$ cat src/rtl/blk_5808e6_pkg.sv
// ============================================================================
// Module  : blk_5808e6_pkg
// Brief   : Shared payload layout, source ready latency and framing states
//           for the MAC TX timing adapter / frame encoder.
// Revision: 1.0 - initial release
// ============================================================================
`default_nettype none

package blk_5808e6_pkg;

   localparam int PAYLOAD_W         = 70;
   localparam int DATA_W            = 64;
   localparam int EMPTY_W           = 3;
   localparam int OFF_EMPTY         = 0;
   localparam int OFF_EOP           = 3;
   localparam int OFF_SOP           = 4;
   localparam int OFF_ERR           = 5;
   localparam int OFF_DATA          = 6;
   localparam int READY_LATENCY_OUT = 2;

   typedef enum logic [0:0] {
      ST_IDLE = 1'b0,
      ST_PKT  = 1'b1
   } frame_state_t;

   function automatic logic [PAYLOAD_W-1:0] pack_beat(
      input logic [DATA_W-1:0]  data,
      input logic               err,
      input logic               sop,
      input logic               eop,
      input logic [EMPTY_W-1:0] empty
   );
      return {data, err, sop, eop, empty};
   endfunction

endpackage

`default_nettype wire

$ cat src/rtl/blk_5808e6_fifo.sv
// ============================================================================
// Module  : blk_5808e6_fifo
// Brief   : Synchronous DEPTH x WIDTH FIFO with show-ahead head and occupancy.
// Revision: 1.0 - initial release
// ============================================================================
`default_nettype none

module blk_5808e6_fifo #(
   parameter int DEPTH = 4,
   parameter int WIDTH = 70,
   parameter int CNT_W = $clog2(DEPTH + 1)
) (
   input  logic             clk,
   input  logic             rst_n,
   input  logic             i_push,
   input  logic [WIDTH-1:0] i_wdata,
   input  logic             i_pop,
   output logic [WIDTH-1:0] o_rdata,
   output logic [CNT_W-1:0] o_count
);

   localparam int PTR_W = (DEPTH > 1) ? $clog2(DEPTH) : 1;

   logic [WIDTH-1:0] r_mem [DEPTH];
   logic [PTR_W-1:0] r_wr_ptr;
   logic [PTR_W-1:0] r_rd_ptr;
   logic [CNT_W-1:0] r_count;
   logic             w_push;
   logic             w_pop;

   // Pointers wrap explicitly so non-power-of-two depths work.
   function automatic logic [PTR_W-1:0] ptr_inc(input logic [PTR_W-1:0] p);
      return (p == PTR_W'(DEPTH - 1)) ? '0 : p + PTR_W'(1);
   endfunction

   assign w_push  = i_push && (r_count != CNT_W'(DEPTH));
   assign w_pop   = i_pop && (r_count != '0);
   assign o_rdata = r_mem[r_rd_ptr];
   assign o_count = r_count;

   always_ff @(posedge clk) begin
      if (w_push) begin
         r_mem[r_wr_ptr] <= i_wdata;
      end
   end

   always_ff @(posedge clk or negedge rst_n) begin
      if (!rst_n) begin
         r_wr_ptr <= '0;
         r_rd_ptr <= '0;
         r_count  <= '0;
      end else begin
         if (w_push) r_wr_ptr <= ptr_inc(r_wr_ptr);
         if (w_pop)  r_rd_ptr <= ptr_inc(r_rd_ptr);
         case ({w_push, w_pop})
            2'b10:   r_count <= r_count + CNT_W'(1);
            2'b01:   r_count <= r_count - CNT_W'(1);
            default: r_count <= r_count;
         endcase
      end
   end

endmodule

`default_nettype wire

$ cat src/rtl/blk_5808e6.sv
// ============================================================================
// Module  : blk_5808e6
// Brief   : 10G MAC TX timing adapter: ready-latency-0 sink to ready-latency-2
//           source through a small FIFO, with sticky framing violation flag.
// Revision: 1.0 - initial release
// ============================================================================
`default_nettype none

module blk_5808e6
   import blk_5808e6_pkg::*;
#(
   parameter int FIFO_DEPTH = 4
) (
   input  logic                            clk,
   input  logic                            reset_n,
   input  logic                            in_valid,
   output logic                            in_ready,
   input  logic [DATA_W-1:0]               in_data,
   input  logic                            in_error,
   input  logic                            in_startofpacket,
   input  logic                            in_endofpacket,
   input  logic [EMPTY_W-1:0]              in_empty,
   input  logic                            out_ready,
   output logic                            out_valid,
   output logic [DATA_W-1:0]               out_data,
   output logic                            out_error,
   output logic                            out_startofpacket,
   output logic                            out_endofpacket,
   output logic [EMPTY_W-1:0]              out_empty,
   input  logic                            clr_err,
   output logic                            framing_err,
   output logic [$clog2(FIFO_DEPTH+1)-1:0] fill_level
);

   localparam int FILL_W   = $clog2(FIFO_DEPTH + 1);
   // out_valid register supplies the final stage of the source ready latency.
   localparam int RDY_PIPE = READY_LATENCY_OUT - 1;

   logic [PAYLOAD_W-1:0] w_in_payload;
   logic [PAYLOAD_W-1:0] w_head;
   logic [FILL_W-1:0]    w_fill;
   logic                 w_push;
   logic                 w_pop;
   logic                 w_ready_d;
   logic [RDY_PIPE-1:0]  r_ready_pipe;
   logic                 r_out_valid;
   logic [PAYLOAD_W-1:0] r_out_payload;
   frame_state_t         r_state;
   frame_state_t         w_state_next;
   logic                 w_viol;
   logic                 r_framing_err;

   assign w_in_payload = pack_beat(in_data, in_error, in_startofpacket, in_endofpacket, in_empty);
   assign in_ready     = reset_n && (w_fill < FILL_W'(FIFO_DEPTH));
   assign w_push       = in_valid && in_ready;
   assign w_ready_d    = r_ready_pipe[RDY_PIPE-1];
   assign w_pop        = w_ready_d && (w_fill != '0);

   blk_5808e6_fifo #(
      .DEPTH (FIFO_DEPTH),
      .WIDTH (PAYLOAD_W),
      .CNT_W (FILL_W)
   ) u_fifo (
      .clk     (clk),
      .rst_n   (reset_n),
      .i_push  (w_push),
      .i_wdata (w_in_payload),
      .i_pop   (w_pop),
      .o_rdata (w_head),
      .o_count (w_fill)
   );

   if (RDY_PIPE == 1) begin : g_rdy_single
      always_ff @(posedge clk or negedge reset_n) begin
         if (!reset_n) r_ready_pipe <= '0;
         else          r_ready_pipe <= out_ready;
      end
   end else begin : g_rdy_multi
      always_ff @(posedge clk or negedge reset_n) begin
         if (!reset_n) r_ready_pipe <= '0;
         else          r_ready_pipe <= {r_ready_pipe[RDY_PIPE-2:0], out_ready};
      end
   end

   always_ff @(posedge clk or negedge reset_n) begin
      if (!reset_n) begin
         r_out_valid   <= 1'b0;
         r_out_payload <= '0;
      end else begin
         r_out_valid <= w_pop;
         if (w_pop) r_out_payload <= w_head;
      end
   end

   // A start inside a packet re-synchronises to that beat as a fresh start.
   always_comb begin
      w_state_next = r_state;
      w_viol       = 1'b0;
      if (w_push) begin
         case (r_state)
            ST_IDLE: begin
               w_viol       = !in_startofpacket;
               w_state_next = (in_startofpacket && !in_endofpacket) ? ST_PKT : ST_IDLE;
            end
            ST_PKT: begin
               w_viol       = in_startofpacket;
               w_state_next = in_endofpacket ? ST_IDLE : ST_PKT;
            end
            default: w_state_next = ST_IDLE;
         endcase
      end
   end

   always_ff @(posedge clk or negedge reset_n) begin
      if (!reset_n) begin
         r_state       <= ST_IDLE;
         r_framing_err <= 1'b0;
      end else begin
         r_state <= w_state_next;
         if (w_viol)       r_framing_err <= 1'b1;
         else if (clr_err) r_framing_err <= 1'b0;
      end
   end

   assign out_valid         = r_out_valid;
   assign out_data          = r_out_payload[OFF_DATA +: DATA_W];
   assign out_error         = r_out_payload[OFF_ERR];
   assign out_startofpacket = r_out_payload[OFF_SOP];
   assign out_endofpacket   = r_out_payload[OFF_EOP];
   assign out_empty         = r_out_payload[OFF_EMPTY +: EMPTY_W];
   assign framing_err       = r_framing_err;
   assign fill_level        = w_fill;

endmodule

`default_nettype wire

$ cat config.mk
export PLATFORM = sky130hd
export DESIGN_NAME = blk_5808e6
export DESIGN_NICKNAME = d
export VERILOG_FILES = /design/src/rtl/blk_5808e6_pkg.sv /design/src/rtl/blk_5808e6_fifo.sv /design/src/rtl/blk_5808e6.sv
export SDC_FILE = /design/constraint.sdc
export NUM_CORES = 1
export LEC_CHECK = 0
export BUFFER_PORTS_ARGS = -buffer_cell sky130_fd_sc_hd__clkbuf_2
export CORE_UTILIZATION = 60
export DETAILED_ROUTE_END_ITERATION = 7
export PLACE_DENSITY_LB_ADDON = 0.3
export RECOVER_POWER = 25
export SLEW_MARGIN = 0
export SYNTH_ARGS = -nofsm -noshare
export SYNTH_HDL_FRONTEND = slang
export SYNTH_HIERARCHICAL = 1
export SYNTH_SLANG_ARGS = --single-unit
$ cat constraint.sdc
create_clock -name clk -period 9.2 [get_ports clk]
set_clock_uncertainty 0.05 [all_clocks]
set_input_delay 1.84 -clock clk [delete_from_list [all_inputs] [get_ports clk]]
set_output_delay 1.84 -clock clk [all_outputs]
set_load 0.01 [all_outputs]
Word-level counts from Yosys, hierarchy flattened. Memories as Yosys holds them, arrays and structs flattened. A register that Yosys moved wholly into a read port is not among the register bits. Cells that the tools add are included.

$add $sub $neg: 4. $lt $le $gt $ge: 1. Equal/unequal tests: 5. Multiplexer cells: 12. Bitwise operators: 1. Reductions and logical operators: 12.

Operators by type and width (count): $mux W1 (7); $eq A2 B2 Y1 const B (3); $logic_and A1 B1 Y1 (6); $pmux W3 S2 (1); $add A2 B1 Y2 const B (2); $mux W2 (2); $pmux W1 S2 (2); $reduce_bool A2 Y1 (2); $add A3 B1 Y3 const B (1); $logic_not A1 Y1 (3); $lt A3 B3 Y1 const B (1); $ne A3 B3 Y1 const B (1); $reduce_bool A3 Y1 (1); $sub A3 B1 Y3 const B (1); $eq A2 B1 Y1 const B (1); $not A1 Y1 (1).

Flip-flop bits (word level): 11. Memory bits (writable): 280. Input port bits: 75. Memories kept: 1.

Memory list: u_fifo.r_mem (words 4, width 70, read ports 1, clocked after memory_dff 1, write ports 1, RTL line blk_5808e6_fifo.sv:24) `logic [WIDTH-1:0] r_mem [DEPTH];`.

Longest topological paths before layout. Gate-level depths: netlist of run 1.

Depth after elaboration: 6. Depth in mapped cells: 11. Mapped depth without buffers: 10.

Cells and area by module. Netlist of run 1, hierarchy kept.

By module, submodules not included: blk_5808e6_fifo (instances 1, cells each 405, area each 10622.7 um^2); blk_5808e6 (instances 1, cells each 160, area each 3119.2 um^2).

Worst setup path after synthesis of run 1. No wires, ideal clock.

Path kind: in2reg. Start point: input port reset_n. End point: memory u_fifo.r_mem[0][0], enable pin. Library setup time: 436 ps. Arrival: 4020 ps. Data required time: 8714 ps. Path slack: 4695 ps. Stages on the path: 4. Path buffers: 0. Cells stage by stage: and3b_2 > inv_1 > a31oi_2 > and2_1.

Word-level cells in the longest chain between the ends: 5.

Ends and longest elaborated chain: start: declaration (RTL line blk_5808e6.sv:15) `input logic reset_n,`; $logic_and A1 B1 Y1 (RTL line blk_5808e6.sv:54) `assign in_ready = reset_n && (w_fill < FILL_W'(FIFO_DEPTH));`; $logic_and A1 B1 Y1 (RTL line blk_5808e6.sv:55) `assign w_push = in_valid && in_ready;`; $logic_and A1 B1 Y1 (RTL line blk_5808e6_fifo.sv:36) `assign w_push = i_push && (r_count != CNT_W'(DEPTH));`; $mux W1 (RTL line blk_5808e6_fifo.sv:42) `if (w_push) begin`; $mux W1 (not written as such) (RTL line blk_5808e6_fifo.sv:43) `r_mem[r_wr_ptr] <= i_wdata;`; end: declaration (RTL line blk_5808e6_fifo.sv:24).

Every way passes these cells.

Worst setup path after layout of run 1.
Start point: input port reset_n. End point: output port in_ready.

Word-level cells in the longest chain between the ends: 1.

Ends and longest elaborated chain: $logic_and A1 B1 Y1 (RTL line blk_5808e6.sv:54); end: declaration (RTL line blk_5808e6.sv:17) `output logic in_ready,`.

Every way passes these cells.

==> out/metrics.cfg, run 1 <==
[timing]
final_max_slew_viol_count=37
max_freq_mhz=221
finalCritPeriodShare=0.491
maxSlewHeadroom=-0.923
postLayoutSetupSlackWorst_ns=4.68
rsz0062_at_grt=no
post-route-min-period_ns=4.52
hold_viol=0
hold_ws_ns=0.460
setup_viol=0
worst_pin_slew_ns=2.89
tns_ns=0

[finish]
final_cell_count_no_fill=1044
diodes=0
final_common_cell=edfxtp_1
fin_area_sq_um=15700
layout-drive-gt1-share=0.407
syn2layout_area_growth_pct=14.1
nFillCells=1393
final_nets=815
final_cell_mix=edfxtp_1 (280), clkbuf_2 (97), dfrtp_1 (79), mux2_4 (69), mux4_2 (68)
fin_util=0.695

[worst_setup_path]
r2r-start=u_fifo/o_count[2]
cp.buffers_inverters=2
crit_chain=buf_4 -> and2b_2 -> clkbuf_2
crit_fanout=37
end_kind=primary output
crit_required_ns=7.31
start_kind=input pin
critPathLaunch=reset_n
critPathSlowestCell=buf_4
crit_arrival_ns=2.63
critical-path-top-delay-family=buffers and inverters
crit_type=input pin to primary output
max_stage_delay_ns=0.41

[global_routing]
grt-ovfl-total=0
antenna_found_initial=0
grt_pass1_wl_um=36800
grt_pass1_vias=6287
grt_max_degree=73
grt_use_total=0.210

[floorplanning]
die_w_um=153
die_area_sq_um=23500
io_pins=151
rows=55
core_sq_um=22600
start_util=0.609
fp.dieH_um=153

[worst_hold_path]
min-delay-start=r_out_payload[22]
hp-class=flop to flop

[clock_network]
cts_max_level=2
cts_setup_buffers=0
cts_resized=0
cts_tree=built
cts_num_sinks=361
cts_root_buf=clkbuf_16
insertion_delay_ns=0.50
clk_pin_slew_worst_paths_ns=0.06
clockBufferDepth=3
cts_inserted_buffers=36
cts_hold_buf=0

[route]
vias=5990
detail-route-antenna-nets=0
drc_errors=0
drtPass1Iterations=4
drt_iter0_drc=407
viasPerCell=5.74
wl_um=23700
wl_per_cell_um=22.7

[placement]
routabilityCongestion=0.677
placed_cell_area_sq_um=14600
placed_cells=980
io_buffers=150
dpl.hpwl_um=13400
pre_cts_slack_ns=4.65

[logic_synthesis]
synth_cell_types=28
synth_ff_type=edfxtp_1
yosysWarnings=6
syn_area_sq_um=13700
synthCells=565
synth-async-reset-ratio=0.224
synth_edf_count=280
avgSynthCellArea_sq_um=24.3
synth-seq-cells=361
syn_nets=647
ys_seq_area_frac=0.759

[pwr]
leakage_nw=5.73
power_mw=4.99
powerDensity_nw_per_um2=318
vdd_drop_max_mv=0.191

[run_status]
outcome=finished with violations
violations=capacitance limit, slew limit

[run]
drv_cap=1

==> final cells by class <==
type	instances	area, sq um	area share
Timing Repair Buffer	154	714	0.0455
Sequential cell	361	10400	0.666
Inverter	9	33.8	0.00215
Multi-Input combinational cell	171	2940	0.188
Clock inverter	14	160	0.0102
Clock buffer	50	1030	0.0660
Tap cell	285	357	0.0227
==> sequential cells by signal (all words and copies together), names as in the netlist <==
name	count
u_fifo/r_wr_ptr	2
u_fifo/r_mem	280
r_state	1
u_fifo/o_count	3
u_fifo/r_rd_ptr	2
r_out_payload	70
out_valid	1
framing_err	1
r_ready_pipe	1
==> power by group <==
part | switching, mW | internal (mW) | total, mW
logic | 0.496 | 0.733 | 1.23
registers | 0.256 | 2.05 | 2.31
clock network | 0.574 | 0.874 | 1.45
total | 1.33 | 3.66 | 4.99
==> cell families after synthesis <==
group,count (synthesis),synth area share
AOI/OAI and AO/OA,6,0.00428
xor gates and xnor gates,4,0.00255
adders and majority gates,7,0.00692
buffers and inverters,33,0.0273
DFF,361,0.759
muxes,144,0.195
and+or+nand+nor,10,0.00492
==> layer usage <==
layer	routed length, um	global-route usage	part of all wire	vias up
li1	-	-	-	2632
met1	10000	0.290	0.42	3166
met2	12100	0.345	0.51	152
met3	1100	0.0417	0.046	40
met4	529	0.0629	0.022	0
met5	0	0	0	-
==> final timing paths <==
kind	to	cells after the start	slack, ns
worst max-delay path	in_ready	3	4.68
worst min-delay path	r_out_payload[22]	1	0.46
worst max register to register	r_out_payload[9]	4	4.95
worst min register to register	r_out_payload[22]	1	0.46
max in group asynchronous	u_fifo/r_rd_ptr[0]	2	6.71
min in group asynchronous	r_out_payload[10]	1	1.27
==> cell usage after synthesis (2+ instances only) <==
library cell	n	share of area
and2_1	4	0.0018
buf_2	7	0.0025
xnor2_1	2	0.0013
dfrtp_1	81	0.15
edfxtp_1	280	0.61
mux4_1	2	0.0038
ha_1	6	0.0055
inv_1	9	0.0025
mux2_4	69	0.075
buf_12	14	0.020
xor2_1	2	0.0013
buf_6	2	0.0016
mux2_2	4	0.0033
nor2_1	2	0.00055
mux4_2	68	0.11
Note: power is estimated with default switching activity, not from simulation.
==> run 2: changes to the inputs <==
--- a/config.mk
+++ b/config.mk
@@ -6,7 +6,7 @@
 export NUM_CORES = 1
 export LEC_CHECK = 0
 export BUFFER_PORTS_ARGS = -buffer_cell sky130_fd_sc_hd__clkbuf_2
-export CORE_UTILIZATION = 60
+export CORE_UTILIZATION = 58
 export DETAILED_ROUTE_END_ITERATION = 7
 export PLACE_DENSITY_LB_ADDON = 0.3
 export RECOVER_POWER = 25
==> constraint.sdc (replaced) <==
create_clock -name clk -period 4.42 [get_ports clk]
set_clock_uncertainty 0.05 [all_clocks]
set_input_delay 0.884 -clock clk [delete_from_list [all_inputs] [get_ports clk]]
set_output_delay 0.884 -clock clk [all_outputs]
set_load 0.01 [all_outputs]
==> out/metrics.cfg, run 2 (synthesis results as in run 1) <==
[timing]
max_freq_mhz=371
postLayoutSetupSlackWorst_ns=1.73  ; was 4.68 ns
hold_viol=0  ; unchanged
final_max_slew_viol_count=0  ; was 37
maxSlewHeadroom=0.269  ; was -0.923
tns_ns=0  ; unchanged
setup_viol=0  ; unchanged
rsz0062_at_grt=no  ; unchanged
finalCritPeriodShare=0.610
post-route-min-period_ns=2.69
worst_pin_slew_ns=1.10  ; was 2.89 ns

[global_routing]
grt_use_total=0.206  ; was 0.210
grt-ovfl-total=0  ; unchanged
grt_pass1_wl_um=36700  ; was 36800 um
antenna_found_initial=1  ; was 0
grt_pass1_vias=6443  ; was 6287
grt_max_degree=73  ; unchanged

[worst_setup_path]
crit_required_ns=3.49  ; was 7.31 ns
r2r_cells=4  ; unchanged
critPathSlowestCell=buf_4  ; unchanged
end_kind=primary output  ; unchanged
r2r_end=u_fifo/r_mem[2][67]  ; was r_out_payload[9]
crit_type=input pin to primary output  ; unchanged
crit_top_cell=buf_4
r2r_slack_ns=1.85  ; was 4.95 ns
crit_chain=buf_4 -> buf_4 -> and2b_2 -> clkbuf_2  ; was buf_4 -> and2b_2 -> clkbuf_2
crit_fanout=36  ; was 37
start_kind=input pin  ; unchanged
crit_arrival_ns=1.76  ; was 2.63 ns
max_stage_delay_ns=0.43  ; was 0.41 ns
r2r-start=u_fifo/o_count[2]  ; unchanged

[pwr]
powerDensity_nw_per_um2=657  ; was 318 nW/um^2
internal_power_mw=7.62  ; was 3.66 mW
power_mw=10.4  ; was 4.99 mW
seqPwrFrac=0.470  ; was 0.463
vdd_drop_max_mv=0.467  ; was 0.191 mV
power_frac_clock=0.291  ; was 0.290
power_switching_mw=2.74  ; was 1.33 mW
leakage_nw=5.75  ; was 5.73 nW
combPwrFrac=0.240  ; was 0.246
swShare=0.264  ; was 0.266

[clock_network]
cts_root_buf=clkbuf_16  ; unchanged
insertion_delay_ns=0.50  ; about the same
clk_pin_slew_worst_paths_ns=0.06  ; about the same
cts_max_level=2  ; unchanged
cts_inserted_buffers=37  ; was 36
cts_setup_buffers=0  ; unchanged
cts_num_sinks=361  ; unchanged
clockBufferDepth=3  ; unchanged
cts_tree=built  ; unchanged
cts_resized=0  ; unchanged
cts_hold_buf=0  ; unchanged

[floorplanning]
fp.dieH_um=156  ; was 153 um
die_area_sq_um=24300  ; was 23500 sq um
die_w_um=156  ; was 153 um
start_util=0.600  ; was 0.609
rows=55  ; unchanged
io_pins=151  ; unchanged
core_sq_um=22900  ; was 22600 sq um

[run_status]
outcome=finished clean  ; was finished with violations

[placement]
pre_cts_slack_ns=1.41  ; was 4.65 ns
io_buffers=150  ; unchanged
routabilityCongestion=0.711  ; was 0.677
dpl.hpwl_um=13600  ; was 13400 um

[route]
drc_errors=0  ; unchanged
wl_met1_um=9620  ; was 10000 um
detail-route-antenna-nets=0  ; unchanged
drtPass1Iterations=4  ; unchanged
met2WireLength_um=12500  ; was 12100 um
drt_iter0_drc=340  ; was 407
viasPerCell=5.56  ; was 5.74
routed.top_layer=met4  ; unchanged
wl_um=23800  ; was 23700 um
wl_met3_um=1100  ; about the same
wl_per_cell_um=22.1  ; was 22.7 um
vias=5976  ; was 5990

[finish]
top_register=u_fifo/r_mem  ; unchanged
fin_util=0.687  ; was 0.695
final_common_cell=edfxtp_1  ; unchanged
layout-drive-gt1-share=0.413  ; was 0.407
nFillCells=1436  ; was 1393
final_cell_mix=edfxtp_1 (280), clkbuf_2 (98), dfrtp_1 (79), mux2_4 (69), mux4_2 (68)  ; was edfxtp_1 (280), clkbuf_2 (97), dfrtp_1 (79), mux2_4 (69), mux4_2 (68)
largest_register_ffs=280  ; unchanged
final_nets=817  ; was 815
syn2layout_area_growth_pct=14.6  ; was 14.1%

[worst_hold_path]
hp-class=input pin to async pin  ; was flop to flop

[run]
drv_cap=0  ; was 1

run 2: metrics by stage:
step | cell area (sq um) | hold slack [ns] | cells
floorplan | 13700 | 0.475 | 565
global placement | 14600 | 0.447 | 1009
detailed placement | 14600 | 0.446 | 1009
CTS | 15800 | 0.424 | 1074
global route | 15700 | 0.424 | 1074
finish | 15800 | 0.421 | 1075
run 2: how the worst max path moves through the flow:
stage            start  depth (start not counted)                  end  slack [ns]
3_3_place_gp   reset_n                          5  u_fifo/r_mem[0][31]        1.46
6_report       reset_n                          4             in_ready        1.73
5_1_grt        reset_n                          4             in_ready        1.61
2_1_floorplan  reset_n                          4   u_fifo/r_mem[0][0]        0.87
3_5_place_dp   reset_n                          5  u_fifo/r_mem[3][33]        1.41
4_1_cts        reset_n                          4             in_ready        1.68
run 2: metal layers:
layer | up-vias | global-route usage
met5 | - | 0
met4 | 0 | 0.0663
met3 | 42 | 0.0344
met2 | 159 | 0.361
met1 | 3132 | 0.265
li1 | 2643 | -
run 2: area by class of cell:
class | count | area (sq um) | share of cell area
multi-input cells | 171 | 2940 | 0.187
well taps | 313 | 392 | 0.0249
repair buffers | 155 | 739 | 0.0469
flip-flops and latches | 361 | 10400 | 0.663
clock buffers | 54 | 1090 | 0.0692
inverters | 9 | 33.8 | 0.00214
diodes | 1 | 2.50 | 0.000159
clock inverters | 11 | 109 | 0.00691
run 2: critical path: cells and delay by family:
kind                   cells  cell delay, ns
buffers and inverters      3            0.65
AND/OR/NAND/NOR            1            0.22
run 2: power by group through the flow:
| stage | sequential, mW | clock (mW) | combinational (mW) |
|---|---|---|---|
| 6_report | 4.86 | 3.01 | 2.48 |
| 5_1_grt | 4.96 | 3.21 | 2.66 |
| 4_1_cts | 4.89 | 3.07 | 2.54 |
| 3_5_place_dp | 4.93 | 0 | 2.52 |
| 3_3_place_gp | 4.91 | 0 | 2.46 |
| 2_1_floorplan | 4.74 | 0 | 2.03 |
